==> src/rtl/bp_fe_ras_ctrl_pkg.sv <==
// ============================================================================
// Module      : bp_fe_ras_ctrl_pkg
// Description : Shared front-end definitions for return-address-stack control:
//               instruction classes, FSM states, opcodes, link-register test.
// Revision    : 1.0 - initial release
// ============================================================================
`default_nettype none

package bp_fe_ras_ctrl_pkg;

  typedef enum logic [1:0] {
    CLASS_NONE = 2'd0,
    CLASS_CALL = 2'd1,
    CLASS_RET  = 2'd2,
    CLASS_SWAP = 2'd3
  } ras_class_e;

  typedef enum logic [0:0] {
    ST_IDLE      = 1'b0,
    ST_SWAP_PUSH = 1'b1
  } ras_state_e;

  localparam logic [6:0] c_opcode_jal   = 7'b1101111;
  localparam logic [6:0] c_opcode_jalr  = 7'b1100111;
  localparam logic [2:0] c_funct3_jalr  = 3'b000;

  // x1 (ra) and x5 (t0) are the architectural link registers
  function automatic logic is_link_reg(input logic [4:0] reg_idx);
    return (reg_idx == 5'd1) || (reg_idx == 5'd5);
  endfunction

endpackage

`default_nettype wire

==> src/rtl/bp_fe_ras_predecode.sv <==
// ============================================================================
// Module      : bp_fe_ras_predecode
// Description : Combinational call/return/swap classifier for one 32-bit
//               RISC-V instruction.
// Revision    : 1.0 - initial release
// ============================================================================
`default_nettype none

module bp_fe_ras_predecode
  import bp_fe_ras_ctrl_pkg::*;
#(
  parameter int instr_width_p = 32
) (
  input  logic [instr_width_p-1:0] instr_i,
  output logic [1:0]               class_o
);

  logic [6:0] w_opcode;
  logic [4:0] w_rd;
  logic [4:0] w_rs1;
  logic [2:0] w_funct3;
  logic       w_rd_link;
  logic       w_rs1_link;
  ras_class_e w_class;
  logic       w_unused_bits;

  assign w_opcode      = instr_i[6:0];
  assign w_rd          = instr_i[11:7];
  assign w_funct3      = instr_i[14:12];
  assign w_rs1         = instr_i[19:15];
  assign w_rd_link     = is_link_reg(w_rd);
  assign w_rs1_link    = is_link_reg(w_rs1);
  assign w_unused_bits = ^instr_i[instr_width_p-1:20];

  always_comb begin
    w_class = CLASS_NONE;
    if (w_opcode == c_opcode_jal) begin
      if (w_rd_link) begin
        w_class = CLASS_CALL;
      end
    end else if ((w_opcode == c_opcode_jalr) && (w_funct3 == c_funct3_jalr)) begin
      case ({w_rd_link, w_rs1_link})
        2'b10:   w_class = CLASS_CALL;
        2'b01:   w_class = CLASS_RET;
        // Same link register on both sides is a plain call; different ones swap
        2'b11:   w_class = (w_rd == w_rs1) ? CLASS_CALL : CLASS_SWAP;
        default: w_class = CLASS_NONE;
      endcase
    end
  end

  assign class_o = w_class;

endmodule

`default_nettype wire

==> src/rtl/bp_fe_ras_ctrl.sv <==
// ============================================================================
// Module      : bp_fe_ras_ctrl
// Description : Drives RAS push/pop strobes and return-target prediction from
//               fetched instructions, with a saturating occupancy count.
// Revision    : 1.0 - initial release
// ============================================================================
`default_nettype none

module bp_fe_ras_ctrl
  import bp_fe_ras_ctrl_pkg::*;
#(
  parameter int vaddr_width_p = 39,
  parameter int ras_els_p     = 8,
  parameter int instr_width_p = 32
) (
  input  logic                             clk_i,
  input  logic                             reset_n_i,
  input  logic                             fetch_v_i,
  output logic                             fetch_ready_o,
  input  logic [vaddr_width_p-1:0]         fetch_pc_i,
  input  logic [instr_width_p-1:0]         fetch_instr_i,
  input  logic                             redirect_v_i,
  input  logic [vaddr_width_p-1:0]         ras_top_i,
  output logic                             is_call_o,
  output logic                             ovr_ret_o,
  output logic [vaddr_width_p-1:0]         return_addr_o,
  output logic                             pred_v_o,
  output logic [vaddr_width_p-1:0]         pred_addr_o,
  output logic [$clog2(ras_els_p+1)-1:0]   depth_o
);

  localparam int                   c_depth_w   = $clog2(ras_els_p + 1);
  localparam logic [c_depth_w-1:0] c_depth_max = c_depth_w'(ras_els_p);

  logic                     r_stage_v;
  logic [vaddr_width_p-1:0] r_stage_pc;
  ras_class_e               r_stage_class;
  ras_state_e               r_state;
  ras_state_e               w_state_next;
  logic [c_depth_w-1:0]     r_depth;
  logic [c_depth_w-1:0]     w_depth_next;

  logic [1:0]               w_fetch_class;
  logic                     w_accept;
  logic                     w_stage_swap;
  logic [vaddr_width_p-1:0] w_push_addr;

  bp_fe_ras_predecode #(
    .instr_width_p (instr_width_p)
  ) u_predecode (
    .instr_i (fetch_instr_i),
    .class_o (w_fetch_class)
  );

  assign w_stage_swap  = r_stage_v && (r_stage_class == CLASS_SWAP);
  assign fetch_ready_o = (r_state != ST_SWAP_PUSH) && !w_stage_swap && !redirect_v_i;
  assign w_accept      = fetch_v_i && fetch_ready_o;
  // Stage pc is frozen while a swap is in flight, so it doubles as the held push pc
  assign w_push_addr   = r_stage_pc + vaddr_width_p'(4);

  always_comb begin
    is_call_o     = 1'b0;
    ovr_ret_o     = 1'b0;
    return_addr_o = '0;
    pred_v_o      = 1'b0;
    pred_addr_o   = '0;
    w_state_next  = ST_IDLE;

    if (!redirect_v_i) begin
      if (r_state == ST_SWAP_PUSH) begin
        is_call_o     = 1'b1;
        return_addr_o = w_push_addr;
      end else if (r_stage_v) begin
        case (r_stage_class)
          CLASS_CALL: begin
            is_call_o     = 1'b1;
            return_addr_o = w_push_addr;
          end
          CLASS_RET, CLASS_SWAP: begin
            if (r_depth != '0) begin
              ovr_ret_o   = 1'b1;
              pred_v_o    = 1'b1;
              pred_addr_o = ras_top_i;
            end
            if (r_stage_class == CLASS_SWAP) begin
              w_state_next = ST_SWAP_PUSH;
            end
          end
          default: ;
        endcase
      end
    end
  end

  // Saturation leaves depth at the limit; the RAS itself overwrites its oldest entry
  always_comb begin
    w_depth_next = r_depth;
    if (is_call_o) begin
      if (r_depth != c_depth_max) begin
        w_depth_next = r_depth + c_depth_w'(1);
      end
    end else if (ovr_ret_o) begin
      w_depth_next = r_depth - c_depth_w'(1);
    end
  end

  always_ff @(posedge clk_i or negedge reset_n_i) begin
    if (!reset_n_i) begin
      r_state <= ST_IDLE;
      r_depth <= '0;
    end else begin
      r_state <= w_state_next;
      r_depth <= w_depth_next;
    end
  end

  always_ff @(posedge clk_i or negedge reset_n_i) begin
    if (!reset_n_i) begin
      r_stage_v     <= 1'b0;
      r_stage_pc    <= '0;
      r_stage_class <= CLASS_NONE;
    end else begin
      r_stage_v <= w_accept;
      if (w_accept) begin
        r_stage_pc    <= fetch_pc_i;
        r_stage_class <= ras_class_e'(w_fetch_class);
      end
    end
  end

  assign depth_o = r_depth;

endmodule

`default_nettype wire
==> config.mk <==
export PLATFORM = sky130hd
export DESIGN_NAME = bp_fe_ras_ctrl
export DESIGN_NICKNAME = d
export VERILOG_FILES = /design/src/rtl/bp_fe_ras_ctrl_pkg.sv /design/src/rtl/bp_fe_ras_predecode.sv /design/src/rtl/bp_fe_ras_ctrl.sv
export SDC_FILE = /design/constraint.sdc
export NUM_CORES = 1
export LEC_CHECK = 0
export BUFFER_PORTS_ARGS = -buffer_cell sky130_fd_sc_hd__buf_4
export CAP_MARGIN = 20
export CORE_UTILIZATION = 45
export CTS_BUF_LIST = sky130_fd_sc_hd__clkbuf_4
export DETAILED_ROUTE_END_ITERATION = 7
export HOLD_SLACK_MARGIN = 0.02
export MAX_ROUTING_LAYER = met4
export PLACE_DENSITY_LB_ADDON = 0.15
export SYNTH_ARGS = -nofsm -noshare
export SYNTH_HDL_FRONTEND = slang
export SYNTH_SLANG_ARGS = --single-unit
==> constraint.sdc <==
create_clock -name clk_i -period 2.4 [get_ports clk_i]
set_input_delay 0.12 -clock clk_i [delete_from_list [all_inputs] [get_ports clk_i]]
set_output_delay 0.12 -clock clk_i [all_outputs]
set_load 0.05 [all_outputs]
==> results of run 1 <==
per-stage QoR:
stage          utilization (%)  power (mW)
5_1_grt                   86.1        2.21
2_1_floorplan                -        1.21
3_5_place_dp              71.7        1.46
3_3_place_gp              71.7        1.44
4_1_cts                   83.3        2.06
6_report                  86.1        2.13
cell usage in the layout (no fill, tap or decap), types with 5 or more instances in the layout:
master / n
sky130_fd_sc_hd__nor3_1: 5
sky130_fd_sc_hd__a21oi_4: 6
sky130_fd_sc_hd__inv_1: 8
sky130_fd_sc_hd__nor2_1: 14
sky130_fd_sc_hd__nand2b_1: 6
sky130_fd_sc_hd__o31ai_1: 8
sky130_fd_sc_hd__nand2_1: 25
sky130_fd_sc_hd__a21oi_2: 11
sky130_fd_sc_hd__or4_4: 11
sky130_fd_sc_hd__mux2_2: 35
sky130_fd_sc_hd__xnor2_1: 9
sky130_fd_sc_hd__nand4_1: 8
sky130_fd_sc_hd__or3_1: 6
sky130_fd_sc_hd__nand3_1: 14
sky130_fd_sc_hd__and2_1: 42
sky130_fd_sc_hd__buf_6: 27
sky130_fd_sc_hd__clkbuf_4: 5
sky130_fd_sc_hd__o21ai_0: 13
sky130_fd_sc_hd__dfrtp_1: 44
sky130_fd_sc_hd__dlygate4sd3_1: 37
sky130_fd_sc_hd__buf_4: 202
final cells by class:
type                            count  area, µm²
Sequential cell                    47       1180
Clock buffer                        5       37.5
Multi-Input combinational cell    280       2240
Tap cell                           96        120
Timing Repair Buffer              269       2260
Inverter                            9       37.5
Clock inverter                      3       43.8
Fill cell                         383        953
path summary, 6_finish.rpt:
path,to,cells past startpoint
hold reg to reg,r_stage_pc[0],1
max in group asynchronous,r_stage_pc[28],2
setup reg to reg,depth_o[3],7
setup / recovery,return_addr_o[25],6
min in group asynchronous,r_stage_pc[1],2
hold / removal,r_stage_pc[31],3
critical path: stages (launching register included):
cell	delay (ns)
sky130_fd_sc_hd__dfrtp_1	0.48
sky130_fd_sc_hd__nand3_2	0.13
sky130_fd_sc_hd__or4_4	0.53
sky130_fd_sc_hd__buf_12	0.17
sky130_fd_sc_hd__or4_4	0.52
sky130_fd_sc_hd__a21oi_4	0.16
sky130_fd_sc_hd__buf_6	0.17
routing by layer:
metal | part of all wire, % | up-vias | global-route usage (%) | routed length [µm]
met4 | 3.5 | 0 | 15.0 | 456
li1 | - | 1802 | - | -
met3 | 6.8 | 44 | 5.90 | 889
met1 | 35 | 1943 | 33.9 | 4570
met5 | 0 | - | - | 0
met2 | 55 | 204 | 57.9 | 7160
sequential cells by signal, indices dropped and copies added, names as in the netlist:
signal / cells
r_stage_v: 1
r_stage_class: 2
depth_o: 4
r_state: 1
r_stage_pc: 39
what timing repair did:
| item | in CTS | in global routing |
|---|---|---|
| gates cloned | 1 | 1 |
| setup buffers | 15 | 9 |
| pin swaps | 24 | 9 |
| endpoints found under the hold margin | 83 | 0 |
| endpoints found under the setup margin | 63 | 67 |
| gates resized for setup | 50 | 25 |
| hold buffers | 37 | 0 |
cells by family after synthesis:
| kind of cell | share of synthesized area [%] |
|---|---|
| XOR/XNOR | 3.26 |
| multiplexers | 14.4 |
| AND/OR/NAND/NOR | 29.5 |
| adder cells (fa/ha/maj) | 1.79 |
| buffers and inverters | 3.50 |
| AO/OA/AOI/OAI | 11.0 |
| flip-flops | 36.5 |
power groups by stage:
stage	sequential, mW	combinational [mW]	clock, mW
global route	1.03	0.645	0.538
global placement	1.00	0.435	0
detailed placement	1.02	0.449	0
floorplan	0.992	0.223	0
finish	1.02	0.603	0.507
CTS	0.999	0.547	0.511
==> results.md, run 1 <==
- The buffer depth of the longest clock path is 2.
- In the synthesized netlist the async set-or-reset flop fraction comes to 100%.
- Sorting the synthesized cells by area gives the leading types as sky130_fd_sc_hd__dfrtp_1, sky130_fd_sc_hd__mux2_2, sky130_fd_sc_hd__and2_1.
- The H-tree level count is 2.
- After detailed routing, the number of vias per cell comes to 5.63.
- Synthesis handed over a netlist of 354 instances.
- The launch instance of the worst min-delay path is fetch_pc_i[31].
- The core area is 6870 µm².
- The commonest cells after synthesis are sky130_fd_sc_hd__dfrtp_1, sky130_fd_sc_hd__and2_1, sky130_fd_sc_hd__mux2_2.
- The count of final max-slew check failures is 0.
- The highest achievable clock rate is 0.374 GHz.
- By instance count, the leading cell after synthesis is sky130_fd_sc_hd__dfrtp_1.
- The launching element type of the critical path is a register.
- The count of distinct cell types in the synthesized netlist is 42.
- The synthesized design devotes to its leading area cell type 36.5% of total area.
- The power per unit of standard cell area is 359 nW/µm².
- 0 antenna diodes ended up in the layout.
- The number of clock sinks is 47.
- The final reports fail on setup timing.
- The tightest min-delay check is of the in2reg type.
- The highest net fanout along the worst path is 11.
- In this run the cell area of the synthesized design comes to 3220 µm².
- The share of cells above drive strength 1 is 54.8%.
- The aggregate global-route resource usage is 32.1%.
- The weighted congestion at the end of routability-driven global placement is 0.863.
- The CTS root buffer is sky130_fd_sc_hd__clkbuf_4.
- The worst slack after detailed placement is 0.00991 ns.
- Per report_power, the combinational group accounts for 28.4% of the total.
- The flow ran to the end, but the final reports show violations.
- The half-perimeter wire length of the detailed placement result is 7760 µm.
- In this run, synthesis produced a sequential element count of 47.
- On the final layout, the worst clock skew is 0.0191 ns.
- The via count is 3993.
- The die outline area is 7500 µm².
- The effective utilization at floorplan is 46.9%.
- 200 I/O pins were placed.
- Setup violations remaining at the end of the flow were counted as 23.
- The critical path in this run is classified as reg2out.
- The vertical extent of the die is 86.6 µm.
- The design internal power is 1.46 mW.
- The normalized max-slew margin is 59.2%.
- Counting the buffers created by CTS gives 5.
- The number of hold violations in the final report is 0.
- Counting flops with a built-in enable in the synthesized netlist gives 0.
- The count of nets left with antenna violations once routing finished came out at 0.
- The largest voltage drop on the vdd net is 0.332 mV.
- The routed design has 13100 µm of wire.
- The post-synth net total is 472.
- The placed instance count is 639.
- In the final timing run, aggregate negative setup slack is -3.58 ns.
- The detailed router's first-iteration violation count is 215.
- The largest net degree at the start of global routing is 48.
- The worst slack on hold paths is 0.0403 ns.
- The part of the Yosys area used for sequential elements is 36.5%.
- The first TritonRoute pass finished after 4 iterations.
- The final routed DRC violation total is 0.
- The first global-routing pass estimated 17900 µm of wire.
- The critical path arrival is 2.55 ns.
- The clock insertion delay at the later pin of the skew report is 0.39 ns.
- The area added between synthesis and finish is 83.8%.
- The aggregate global routing overflow is 0.
- The cell area reported after detailed placement is 4930 µm².
- Across the run, the number of max-cap violations was 0.
- Sequential cells burn 47.8% of the power.
- The initial antenna violation count is 0.
- After clock tree synthesis, the clock-pin slew on the worst setup and hold paths is 0.16 ns.
- The biggest area contributor in the post-synthesis netlist is sky130_fd_sc_hd__dfrtp_1.
- Setup repair after global routing could not meet its margin everywhere.
- The number of rows created at floorplan is 30.
- In this run switching power makes up 31.4% of total power.
- The final critical-path setup slack is -0.271 ns.
- The reported net switching power is 0.668 mW.
- The startpoint of the most critical setup path is r_stage_pc[6].
- The die width is 86.6 µm.
- The fraction of the cycle the final worst path needs is 111%.
- In the final routed layout, each cell accounts on average for 18.4 µm.
- The number of global-route vias before repair came to 3729.
- In the synthesized netlist the dominant register cell turns out to be sky130_fd_sc_hd__dfrtp_1.
- STA puts the critical path data required time at 2.28 ns.
- In this run the critical register-to-register path is launched from r_stage_class[1].
- The static leakage power is 2.67 nW.
- The critical path endpoint category is an output port.
- The Yosys step of the flow raised 0 warnings.
- The CTS tree is built.
- The net count reported at finish is 730.
- Leaving out filler cells and counting taps, the final layout contains 709.
- The synthesized area per cell is 9.09 µm².
- For the pin with the worst max-slew slack, the measured transition is 0.612 ns.
- The clock network is responsible for 23.9% of the overall power.
- The post-route cell area is 5920 µm².
- In this run the tool buffered the top-level ports with 187 buffer cells.
- The slack of the worst reg-to-reg path is 0.29 ns.
- The minimum period implied by the final worst setup slack is 2.67 ns.
Power figures use the tool's default switching activity.
==> inputs of run 2 (changes only) <==
--- a/config.mk
+++ b/config.mk
@@ -7,7 +7,7 @@
 export LEC_CHECK = 0
 export BUFFER_PORTS_ARGS = -buffer_cell sky130_fd_sc_hd__buf_4
 export CAP_MARGIN = 20
-export CORE_UTILIZATION = 45
+export CORE_UTILIZATION = 44
 export CTS_BUF_LIST = sky130_fd_sc_hd__clkbuf_4
 export DETAILED_ROUTE_END_ITERATION = 7
 export HOLD_SLACK_MARGIN = 0.02
@@ -15,4 +15,5 @@
 export PLACE_DENSITY_LB_ADDON = 0.15
 export SYNTH_ARGS = -nofsm -noshare
 export SYNTH_HDL_FRONTEND = slang
+export SYNTH_HIERARCHICAL = 1
 export SYNTH_SLANG_ARGS = --single-unit
==> run 2 against run 1 <==
  * The flow now finishes without violations
  * Non-clock buffer count fell by 13
  * Die area increased by 0.94%
  * Maximum frequency grew 14%
  * Total power shrank 13%
  * Critical path depth grew 4
  * Clock skew fell by 0.0029 ns
  * Count of clock-buffer cells in the layout is the same
  * Core utilization decreased by 6.4 points
  * Sequential power shrank 4%
  * Routed wire length is 13% lower
  * Final cell count rose by 6.9%
==> results.md, run 2 <==
- The vertical extent of the die is 87.0 µm.
- The weighted congestion at the end of routability-driven global placement is 0.856.
- The aggregate global routing overflow is 0.
- The synthesized netlist devotes 5.98% of its cell area to compound gates.
- The worst setup path is launched from a register.
- The number of global-route vias before repair came to 3523.
- The repair_antennas step left the layout with diodes totalling 0.
- The first global-routing pass estimated 16500 µm of wire.
- The aggregate global-route resource usage is 29.1%.
- The largest net degree at the start of global routing is 48.
- The H-tree was split into 2 levels.
- Before antenna repair, the detailed router went through 4 iterations.
- The buffer depth of the longest clock path is 2.
- Data on the critical path arrives at its endpoint at 2.23 ns.
- After legalization and detailed placement, the total HPWL measured 7890 µm.
- The number of rows created at floorplan is 30.
- Buffers placed on the I/O ports in this run total 187.
- The path class of the tightest hold or removal check is in2reg.
- In the post-synthesis netlist, the biggest area contributors are sky130_fd_sc_hd__dfrtp_1, sky130_fd_sc_hd__nand2_1, sky130_fd_sc_hd__and2_1.
- Leaving out fill and tap cells, the most frequent cell in the layout is sky130_fd_sc_hd__buf_4.
- The most flop-heavy register is r_stage_pc.
- The main flop type after synthesis is sky130_fd_sc_hd__dfrtp_1.
- The largest voltage drop on the vdd net is 0.210 mV.
- The number of hold violations in the final report is 0.
- By instance count, the leading cell after synthesis is sky130_fd_sc_hd__nand2_1.
- The clock insertion delay at the later pin of the skew report is 0.38 ns.
- Relative to the synthesized area, the layout overhead comes to 72.3%.
- The share of cells above drive strength 1 is 38.7%.
- Clock-pin slew was measured on the worst setup and hold paths at 0.16 ns.
- Adding up every negative setup slack in the final design gives 0 ns.
- The static leakage power is 2.77 nW.
- The synthesized area per cell is 7.60 µm².
- Summing over every cut layer, the via total after detailed routing is 3861.
- The count of state elements after synthesis is 47.
- The most area-hungry cell type in the Yosys netlist is sky130_fd_sc_hd__dfrtp_1.
- After synthesis, the netlist uses 40 different library cells.
- Counting flops with an async set or reset pin after synthesis yields a share of 100%.
- Wires add up to 11400 µm.
- The gate count of the mapped netlist is 418.
- The adder and majority cell fraction of the synthesized area is 1.81%.
- 200 I/O pins were placed.
- The count of final setup violators is 0.
- The total CTS buffers is 5.
- The mapped netlist covers 3180 µm².
- Ranked by instance count, the synthesized netlist is headed by sky130_fd_sc_hd__nand2_1, sky130_fd_sc_hd__dfrtp_1, sky130_fd_sc_hd__and2_1.
- The xor and xnor area share after synthesis is 8.54%.
- The effective utilization at floorplan is 46.3%.
- The worst clock skew is 0.0162 ns.
- The number of clock sinks is 47.
- The ratio of routed vias to standard cells is 5.09.
- The area share of the leading cell type in the synthesized netlist is 37.0%.
- The minimum period implied by the final worst setup slack is 2.35 ns.
- The number of nets in the synthesized netlist is 536.
- The normalized max-slew margin is 60.2%.
- The initial antenna violation count came to 0.
- In this run, the number of DRC markers left after iteration 0 of detailed routing was 144.
- The highest achievable clock rate is 0.426 GHz.
- STA classifies the critical path endpoint as an output port.
- Counting flops with a built-in enable in the synthesized netlist gives 0.
- The die covers 7570 µm².
- Setup repair after global routing could not meet its margin everywhere.
- TritonCTS built the clock tree.
- The number of flip-flops under the largest register name is 39.
- The post-route antenna net violation count is 0.
- In the routed design, unresolved DRC markers number 0.
- The Yosys step of the flow raised 6 warnings.
- The measured slew at the worst slew-check pin is 0.597 ns.
- In the layout the commonest cells are sky130_fd_sc_hd__buf_4, sky130_fd_sc_hd__nand2_1, sky130_fd_sc_hd__and2_1.
- The CTS root buffer is sky130_fd_sc_hd__clkbuf_4.
- The required time of the critical path is 2.28 ns.
- The global-route track usage on met3 is 6.92%.
- The most used routing layer in global routing is met2.
- The floorplan step defined a core boundary enclosing 6870 µm².
- The count of final max-slew check failures is 0.
- The critical path start-end classification is reg2out.
- The multiplexer share of the synthesized area is 0.315%.
- The tool flagged a number of max-cap violations equal to 0.
- The final critical-path setup slack is 0.0504 ns.
- The highest net fanout along the worst path is 6.
- The combinational family with the most area after synthesis is simple AND/OR/NAND/NOR gates.
- The net count reported at finish is 779.
- The fraction of the mapped netlist area in simple logic gates is 42.3%.
- After detailed routing, the average wire length per cell comes to 15.0 µm.
- Of the available clock period, the critical path in the final layout requires 97.9%.
- For this design the ratio of total power to cell area is 339 nW/µm².
- The met2 demand-to-capacity share in global routing is 49.4%.
- The flow ran to the end, and the final reports show no timing, DRC or antenna violations.
- The part of the Yosys area used for sequential elements is 37.0%.
- For this run, global-route usage on met1 was measured as 34.6%.
- The die is 87.0 µm wide.
- At the placement stage, the worst setup path has a slack of 0.297 ns.
==> run 2: changes by cell type in the layout (fill, tap and decap cells not counted), sizes merged, moves of 15 or more <==
cell / before / now
mux2: 35 / 0
xor2: 2 / 24
nand2: 26 / 134
buf: 232 / 216
nor2: 14 / 39
or4: 15 / 0
a21oi: 21 / 6
==> run 2: what timing repair did <==
item,CTS,global route
endpoints found under the setup margin,28,54
endpoints found under the hold margin,86,0
hold buffers,40,0
pin swaps,3,10
setup buffers,2,18
resized for setup,10,31
==> run 2: stage by stage <==
stage	util (%)	instances	total power, mW	hold WS [ns]	instance area (µm²)
floorplan	-	418	1.15	-0.176	3200
global placement	68.4	690	1.34	0.163	4700
detailed placement	68.4	690	1.36	0.163	4700
CTS	76.0	740	1.81	0.0382	5220
global route	79.7	758	1.95	0.0330	5480
finish	79.7	758	1.86	0.0384	5480
==> run 2: cells by family after synthesis <==
family / Yosys count
AND/OR/NAND/NOR: 276
flip-flops: 47
XOR/XNOR: 31
AO/OA/AOI/OAI: 30
buffers and inverters: 29
adder cells (fa/ha/maj): 4
multiplexers: 1
==> run 2: path summary, 6_finish.rpt <==
path	startpoint	to	slack, ns	depth (start not counted)
max reg2reg	r_stage_class[1]	depth_o[3]	0.14	8
min in group asynchronous	reset_n_i	r_stage_pc[11]	0.26	2
min reg2reg	r_stage_pc[38]	r_stage_pc[38]	0.53	2
min	fetch_v_i	r_stage_v	0.04	3
max in group asynchronous	reset_n_i	r_stage_pc[24]	1.69	2
max	r_stage_pc[2]	return_addr_o[14]	0.05	10
==> run 2: worst max-delay path, cell delays in order (launching register included) <==
cell and delay [ns]:
sky130_fd_sc_hd__dfrtp_1 0.45, sky130_fd_sc_hd__ha_4 0.18, sky130_fd_sc_hd__nand2_4 0.06, sky130_fd_sc_hd__nor3_4 0.22, sky130_fd_sc_hd__buf_6 0.16, sky130_fd_sc_hd__buf_4 0.11, sky130_fd_sc_hd__buf_4 0.09, sky130_fd_sc_hd__nand3_1 0.08
sky130_fd_sc_hd__xor2_1 0.16, sky130_fd_sc_hd__nor2_1 0.12, sky130_fd_sc_hd__buf_4 0.22
==> run 2: report_power, final <==
part / switching (mW) / internal, mW / leakage, nW / total, mW
logic: 0.210 / 0.264 / 2.15 / 0.475
clock network: 0.280 / 0.121 / 0.0360 / 0.401
registers: 0.105 / 0.879 / 0.581 / 0.983
total: 0.595 / 1.26 / 2.77 / 1.86
==> run 2: layout make-up <==
type | count | area (µm²)
inverter | 9 | 37.5
multi-input combinational | 342 | 2010
timing repair buffer | 256 | 2060
clock inverter | 3 | 22.5
tap | 96 | 120
fill | 509 | 1390
sequential | 47 | 1190
clock buffer | 5 | 37.5
==> run 2: routing by layer <==
layer	part of all wire, %	wire length [µm]
met1	39	4420
met2	51	5850
met3	8.0	906
met4	1.6	184
met5	0	0
==> inputs of run 3 (changes only) <==
==> constraint.sdc (replaced) <==
create_clock -name clk_i -period 2.4 [get_ports clk_i]
set_input_delay 0.24 -clock clk_i [delete_from_list [all_inputs] [get_ports clk_i]]
set_output_delay 0.24 -clock clk_i [all_outputs]
set_load 0.05 [all_outputs]
==> run 3 against run 2 <==
  * The run now ends with setup timing left
  * Critical path depth down 3
  * Total power up 2.7%
  * Register-to-register slack better by 0.14 ns
  * Highest routed layer unchanged
  * Global-route usage down 0.42 points
  * Combinational power down 4.8%
  * Via count down 3.7%
  * Hold slack better by 0.0046 ns
  * Sequential power down 0.5%
  * Core utilization down 1.9 points
  * Non-clock buffer count down 30
  * Sequential cell count unchanged
==> results.md, run 3 (synthesis results as in run 2) <==
- The count of final max-slew check failures is 0.
- By startpoint and endpoint, the worst setup path is classified as reg2out.
- Final hold analysis gives a worst-case slack of 0.0430 ns.
- The flow ran to the end, but the final reports show violations.
- Walking the worst path, the cells encountered are nand4_1 -> nor3_4 -> buf_6 -> nand4_1 -> xor2_1 -> nor2_1 -> buf_6.
- The required time of the critical path is 2.16 ns.
- The ratio of routed vias to standard cells is 5.10.
- The global-route wire length before repair is 16300 µm.
- For this run, the detailed router's first-pass iteration total came to 4.
- The total negative slack for setup checks is -0.0908 ns.
- The worst setup path is launched from a register.
- The H-tree was split into 2 levels.
- On the final layout, the worst clock skew is 0.00722 ns.
- Global routing consumed, over all layers together, 28.7% of the routing resources.
- The register with the most flip-flops in the layout has 39 of them.
- The analysis attributes to cell leakage a power of 2.69 nW.
- The count of final setup violators is 4.
- VDD sags by at most 0.301 mV.
- The number of hold violations in the final report is 0.
- After clock tree synthesis, the clock-pin slew on the worst setup and hold paths is 0.14 ns.
- Across the run, the number of max-cap violations was 0.
- The number of clock sinks is 47.
- The number of global-route vias before repair was 3522.
- The highest net fanout along the worst path is 6.
- The core region is 6870 µm².
- TritonCTS built the clock tree.
- Once layout is done, the placed cells without fillers occupy 5350 µm².
- The via count is 3719.
- The minimum period implied by the final worst setup slack is 2.46 ns.
- The delay contributed by the slowest stage of the critical path is 0.44 ns.
- Row generation in the floorplan step produced 30 rows.
- The tightest min-delay check is of the in2reg type.
- The initial antenna violation count is 1.
- Fill cells in the final layout number 486.
- The most common cell after layout, fill and taps aside is sky130_fd_sc_hd__buf_4.
- Entering global routing, the biggest net connects 48 pins.
- Setup repair after global routing could not meet its margin everywhere.
- The aggregate global routing overflow is 0.
- At the pin with the least slew margin, the transition time is 0.601 ns.
- The half-perimeter wire length of the detailed placement result is 7810 µm.
- The share of cells above drive strength 1 is 42.4%.
- Port buffering added 187 buffers.
- Static timing analysis puts the maximum clock frequency at 0.406 GHz.
- The die is 87.0 µm tall.
- The later pin in the worst-skew pair is clocked with a latency of 0.37 ns.
- The wire length per cell after detailed routing is 15.6 µm.
- The cell area reported after detailed placement is 4730 µm².
- In this run the horizontal extent of the chip is 87.0 µm.
- Relative to the synthesized area, the layout overhead comes to 68.2%.
- The fraction of the cycle the final worst path needs is 103%.
- The floorplan step defined a die boundary enclosing 7570 µm².
- The checks that failed: setup timing.
- The placed instance count is 690.
- The count of nets left with antenna violations once routing finished came out at 0.
- The non-filler instance count after layout is 729.
- After detailed routing, the total wire length is 11400 µm.
- The final critical-path setup slack is -0.0620 ns.
- The worst setup path is captured at an output port.
- For this block, the initial DRC count from the detailed router was 228.
- The cell with the largest stage delay on the worst path is sky130_fd_sc_hd__dfrtp_1.
- The worst slack after detailed placement is 0.188 ns.
- At the end of the flow, the number of nets in the layout was 749.
- Counting the buffers created by CTS gives 5.
- Headroom to the max-slew limit came out at 60.0%.
- The final routed DRC violation total is 0.
- In this run the power density over the cells is 357 nW/µm².
- Routability-driven placement finished with a final weighted congestion of 0.852.
- The effective utilization at floorplan is 46.3%.
- The critical path arrival is 2.22 ns.
- In this run the count of I/O pins placed on the die edge is 200.
- The buffer depth of the longest clock path is 2.
- In the layout the commonest cells are sky130_fd_sc_hd__buf_4, sky130_fd_sc_hd__nand2_1, sky130_fd_sc_hd__and2_1.
- The most flop-heavy register is r_stage_pc.
- The tree is rooted in a sky130_fd_sc_hd__clkbuf_4.
run 3: worst max-delay path, delay by kind of cell, from the launching register on:
family                    cells  cell delay, ns
and+or+nand+nor               4            0.87
xor gates and xnor gates      1            0.17
DFF                           1            0.44
buffers and inverters         2            0.39
run 3: worst paths after layout:
path                                           to  slack, ns           start  depth (start not counted)
worst max-delay path            return_addr_o[35]      -0.06   r_stage_pc[7]                          7
worst min register to register     r_stage_pc[38]       0.53  r_stage_pc[38]                          2
worst max register to register         depth_o[3]       0.28       r_stage_v                          8
max in group asynchronous              depth_o[0]       1.56       reset_n_i                          2
worst min-delay path               r_stage_pc[15]       0.04  fetch_pc_i[15]                          3
min in group asynchronous          r_stage_pc[15]       0.40       reset_n_i                          2
run 3: timing repair:
item	in CTS	in global routing
resized for setup	21	50
hold endpoints to repair	47	0
cloned	0	3
pin swaps	11	7
hold buffers	1	0
endpoints found under the setup margin	54	59
buffers inserted	11	15
run 3: final cells by class:
cell class / count / area (µm²) / area share, %
inverter: 9 / 33.8 / 0.632
tap: 96 / 120 / 2.25
sequential: 47 / 1190 / 22.2
antenna: 1 / 2.50 / 0.0468
timing repair buffer: 226 / 1890 / 35.4
clock inverter: 3 / 38.8 / 0.725
clock buffer: 5 / 37.5 / 0.702
multi-input combinational: 342 / 2030 / 38.0
run 3: metal layers:
layer / global-route usage (%) / part of all wire (%)
met3: 6.73 / 7.8
met5: - / 0
met1: 34.5 / 39
met4: 7.88 / 1.2
met2: 48.2 / 52
run 3: stage by stage:
step / power (mW) / util (%)
after floorplan: 1.15 / -
after global placement: 1.34 / 68.8
after detailed placement: 1.36 / 68.8
after CTS: 1.86 / 72.7
after global routing: 2.00 / 77.8
final: 1.91 / 77.8
run 3: report_power, final:
| part | total [mW] | internal [mW] | switching [mW] |
|---|---|---|---|
| sequential | 0.978 | 0.879 | 0.0989 |
| clock | 0.479 | 0.215 | 0.264 |
| combinational | 0.452 | 0.240 | 0.212 |
